**src/rtl/instruction_fetch_if.sv**
```systemverilog
// Single-port memory read channel between the fetch unit and memory.
// The requester holds req and addr steady until it sees ack; ack may come
// in the same cycle as req.
interface instruction_fetch_if #(
  parameter int unsigned AW = 12,
  parameter int unsigned DW = 16
);
  logic          mem_req;
  logic [AW-1:0] mem_addr;
  logic [DW-1:0] mem_rdata;
  logic          mem_ack;

  modport master (
    output mem_req,
    output mem_addr,
    input  mem_rdata,
    input  mem_ack
  );

  modport slave (
    input  mem_req,
    input  mem_addr,
    output mem_rdata,
    output mem_ack
  );
endinterface

```
**src/rtl/instruction_fetch.sv**
```systemverilog
// Fetch/decode front end: T0 (AR<-PC), T1 (IR<-M[AR], PC+1), T2 (decode),
// optional T3 (indirect AR<-M[AR]), then READY until the control unit
// reports execute done.
module instruction_fetch #(
  parameter int unsigned   AW     = 12,
  parameter int unsigned   DW     = 16,
  parameter logic [AW-1:0] PC_RST = '0
) (
  input  logic                clk,
  input  logic                rst,
  input  logic                start,
  input  logic                halt,
  instruction_fetch_if.master mem,
  input  logic                exec_done,
  input  logic                pc_load,
  input  logic [AW-1:0]       pc_load_val,
  output logic [DW-1:0]       ir,
  output logic [2:0]          opcode,
  output logic                ind,
  output logic [AW-1:0]       ar,
  output logic [AW-1:0]       pc,
  output logic                instr_valid,
  output logic                busy
);

  typedef enum logic [2:0] {
    StIdle,
    StT0,
    StT1,
    StT2,
    StT3,
    StReady
  } state_e;

  state_e state_q, state_d;

  assign opcode = ir[DW-2:DW-4];

  // AR only changes outside T1/T3, so the address is stable while requesting.
  assign mem.mem_addr = ar;

  // State register.
  always_ff @(posedge clk or negedge rst) begin
    if (!rst) begin
      state_q <= StIdle;
    end else begin
      state_q <= state_d;
    end
  end

  // Next-state logic.
  always_comb begin
    state_d = state_q;
    case (state_q)
      StIdle:  if (start) state_d = StT0;
      StT0:    state_d = StT1;
      StT1:    if (mem.mem_ack) state_d = StT2;
      // Opcode 111 is register/IO reference: the I bit is not an indirect flag.
      StT2:    state_d = (ir[DW-1] && (opcode != 3'b111)) ? StT3 : StReady;
      StT3:    if (mem.mem_ack) state_d = StReady;
      StReady: if (exec_done) state_d = halt ? StIdle : StT0;
      default: state_d = StIdle;
    endcase
  end

  // Outputs decoded from the registered state only.
  always_comb begin
    mem.mem_req = (state_q == StT1) || (state_q == StT3);
    instr_valid = (state_q == StReady);
    busy        = (state_q != StIdle);
  end

  // Datapath registers: PC, AR, IR and the latched I bit.
  always_ff @(posedge clk or negedge rst) begin
    if (!rst) begin
      pc  <= PC_RST;
      ar  <= '0;
      ir  <= '0;
      ind <= 1'b0;
    end else begin
      case (state_q)
        StT0: ar <= pc;
        StT1: begin
          if (mem.mem_ack) begin
            ir <= mem.mem_rdata;
            pc <= pc + AW'(1);
          end
        end
        StT2: begin
          ar  <= ir[AW-1:0];
          ind <= ir[DW-1];
        end
        StT3: if (mem.mem_ack) ar <= mem.mem_rdata[AW-1:0];
        StReady: if (pc_load) pc <= pc_load_val;
        default: ;
      endcase
    end
  end

endmodule

```
**src/flat_wrapper.sv**
```systemverilog
// flat-port wrapper written by rule: the top's interface ports become plain ports
module instruction_fetch_flat 
#(
  parameter int unsigned   AW     = 12,
  parameter int unsigned   DW     = 16,
  parameter logic [AW-1:0] PC_RST = '0
)
  (clk, rst, start, halt, exec_done, pc_load, pc_load_val, ir, opcode, ind, ar, pc, instr_valid, busy, mem_mem_req, mem_mem_addr, mem_mem_rdata, mem_mem_ack);
  instruction_fetch_if #(.AW(AW), .DW(DW)) mem_i ();
  input  logic clk;
  input  logic rst;
  input  logic start;
  input  logic halt;
  input  logic exec_done;
  input  logic pc_load;
  input  logic [AW-1:0] pc_load_val;
  output logic [DW-1:0] ir;
  output logic [2:0] opcode;
  output logic ind;
  output logic [AW-1:0] ar;
  output logic [AW-1:0] pc;
  output logic instr_valid;
  output logic busy;
  output wire logic [$bits(mem_i.mem_req)-1:0] mem_mem_req;
  output wire logic [$bits(mem_i.mem_addr)-1:0] mem_mem_addr;
  input wire logic [$bits(mem_i.mem_rdata)-1:0] mem_mem_rdata;
  input wire logic [$bits(mem_i.mem_ack)-1:0] mem_mem_ack;
  assign mem_mem_req = mem_i.mem_req;
  assign mem_mem_addr = mem_i.mem_addr;
  assign mem_i.mem_rdata = mem_mem_rdata;
  assign mem_i.mem_ack = mem_mem_ack;
  instruction_fetch #(.AW(AW), .DW(DW), .PC_RST(PC_RST)) u_core (.clk(clk), .rst(rst), .start(start), .halt(halt), .mem(mem_i), .exec_done(exec_done), .pc_load(pc_load), .pc_load_val(pc_load_val), .ir(ir), .opcode(opcode), .ind(ind), .ar(ar), .pc(pc), .instr_valid(instr_valid), .busy(busy));
endmodule
```
**config.mk**
```make
export PLATFORM = sky130hd
export DESIGN_NAME = instruction_fetch_flat
export DESIGN_NICKNAME = d
export VERILOG_FILES = /design/src/rtl/instruction_fetch_if.sv /design/src/rtl/instruction_fetch.sv /design/src/flat_wrapper.sv
export SDC_FILE = /design/constraint.sdc
export NUM_CORES = 1
export LEC_CHECK = 0
export BUFFER_PORTS_ARGS = -buffer_cell sky130_fd_sc_hd__clkbuf_2
export CORE_AREA = 5 5 94 74
export DETAILED_ROUTE_END_ITERATION = 16
export DIE_AREA = 0 0 99 79
export PLACE_DENSITY_LB_ADDON = 0.08
export SLEW_MARGIN = 20
export SYNTH_ARGS = -nofsm -noshare
export SYNTH_HDL_FRONTEND = slang
export SYNTH_SLANG_ARGS = --single-unit
```
**constraint.sdc**
```tcl
create_clock -name clk -period 1.4 [get_ports clk]
set_input_delay 0.14 -clock clk [delete_from_list [all_inputs] [get_ports clk]]
set_output_delay 0.14 -clock clk [all_outputs]
set_load 0.05 [all_outputs]
```
==> metrics <==
Syn Inst Count 253; YS warnings 0; commonest cells after routing, fill and taps aside clkbuf_2, dfrtp_1, buf_4, a21oi_2, o21ai_0; period utilization 112%; Vias 2,386; Min Hold Slack 0.0713 ns; syn avg cell area 10.1 sq um; Longest Clk Path Bufs 2; most common cell after layout, fill and taps aside clkbuf_2; Yosys cell types 43; async set or reset register ratio after synthesis 100%; CP max FO 3; hpwl dp 5.19 mm; ANT nets after route 0; clk sink count 44; die area 7820 sq um; CTS tree built; Crit. End Element output pin; Reg-to-Reg Start u_core.state_q[2]; Worst Tran Pin Value 0.313 ns; Worst-path clk slew 0.08 ns; post-layout util 62.6%; largest net degree at the start of global routing 45; CTS buffer count 5; global route overflow 0; fin worst setup slack -0.164 ns; top_reg_cell synth dfrtp_1; Final Max Tran Viols 0; Final #Nets 403; Required @ worst endpoint 1.26 ns; result of the run finished, violations left; routed wire length 7.48 mm; DRT Pass-1 Iters 4; Clk Latency, worst-skew pair 0.30 ns; setup violators final 43; total track usage 18.7%; CP Launch Point u_core.state_q[1]; Via density 5.31; GPL Wtd Cong 0.823; flops & latches, synth 44; Hold/Removal Path Class input port to flip-flop; Die Ht 79 microns; # IOs 94; Fin. Hold Viols 0; hold wc startpoint mem_mem_rdata[12]; Final Instance Area 3780 sq um; CP Class flip-flop to output pin; layout cells sized above 1 63.0%; maxcap violations 0; Initial Util 42.5%; Placeable Area 6040 sq um; fmax 640 MHz; first-pass GRT wire length 11.5 mm; DR DRC count 0; crit start category flip-flop; Clock Tree Root clkbuf_8; hold path depth 2; n_diodes 0; WL per Instance 16.7 microns; H-Tree Depth 2; placed inst area 3260 sq um; Cell Area, Synth 2570 sq um; die width 99 microns; RSZ-0062 raised after global routing true; Tmin final 1.56 ns; number of synthesized flops with an enable pin 0; FP Rows 25; Area growth syn-to-layout 47.1%; WP data arrival 1.42 ns; Syn Nets 289; failing checks negative setup slack; Max-slew headroom 79.1%; initial antenna violation count 0; sequential element share of the synthesized area 42.9%; vias in the first global route 2,281; IO buf count 93; 1st-iter DRT viols 90; clk_skew 0.00373 ns; Worst R2R Path Depth 4
-- state kept, by name, indices dropped and copies added, names as in the netlist --
register	cells
u_core.ir	16
u_core.ar	12
u_core.pc	12
u_core.state_q	3
u_core.ind	1
-- worst max-delay path: stages, from the launching register on --
cell and delay [ns]:
dfrtp_1 0.40, buf_6 0.13, buf_6 0.11, or3_4 0.33, buf_8 0.16
-- metrics by stage --
step / TNS [ns] / cells / worst slack, ns
after CTS: -4.39 / 444 / -0.179
after global placement: -4.41 / 425 / -0.216
after detailed placement: -5.03 / 425 / -0.262
after floorplan: -0.765 / 253 / -0.146
after global routing: -6.73 / 449 / -0.215
final: -4.66 / 449 / -0.164
-- cells in the mapped netlist, types with 5 or more instances --
library cell,n,share of area (%)
a21oi_1,31,6.0
a21oi_2,11,3.8
buf_6,5,2.2
nand2_1,14,2.0
nand3_1,8,1.6
mux2_2,7,3.1
dfrtp_1,44,43
a21o_1,13,3.8
nor3_1,5,0.97
a22oi_1,12,3.5
o21ai_0,20,3.9
buf_4,21,6.1
o22ai_1,5,1.2
mux2_4,9,5.3
nor2_1,6,0.88
-- cells by family after synthesis --
| kind of cell | Yosys count | synth area share (%) |
|---|---|---|
| AND/OR/NAND/NOR | 51 | 11.5 |
| AO/OA/AOI/OAI | 100 | 25.0 |
| multiplexers | 18 | 9.16 |
| buffers and inverters | 37 | 10.2 |
| flip-flops | 44 | 42.9 |
| adder cells (fa/ha/maj) | 1 | 0.487 |
| XOR/XNOR | 2 | 0.682 |
-- what timing repair did --
| item | CTS | global route |
|---|---|---|
| gates cloned | 1 | 1 |
| pin swaps | 14 | 3 |
| hold buffers | 1 | 0 |
| endpoints found under the hold margin | 44 | 0 |
| setup endpoints to repair | 43 | 45 |
| setup buffers | 9 | 4 |
| gates resized for setup | 32 | 33 |
-- area by class of cell --
| cell class | count | area (sq um) |
|---|---|---|
| Clock buffer | 7 | 86.3 |
| Sequential cell | 44 | 1110 |
| Inverter | 3 | 18.8 |
| Tap cell | 81 | 101 |
| Clock inverter | 1 | 7.51 |
| Fill cell | 528 | 2260 |
| Timing Repair Buffer | 141 | 1020 |
| Multi-Input combinational cell | 172 | 1430 |
-- routing by layer --
metal  share of wire (%)  GRT usage (%)  wire length, microns
met5                   0              0                     0
met4                0.70           4.64                    52
met3                 6.8           3.95                   508
met2                  46           29.2                  3470
met1                  46           26.4                  3440
-- path summary, 6_finish.rpt --
kind,slack [ns],to
worst min register to register,0.50,u_core.ar[8]
worst max register to register,-0.16,u_core.ir[5]
min in group asynchronous,0.35,u_core.pc[3]
max in group asynchronous,0.81,u_core.pc[5]
worst min-delay path,0.07,u_core.ir[12]
worst max-delay path,-0.16,busy
Power is not shown: default switching activity piles up to over one toggle a cycle in this logic, so the estimate is an artifact.
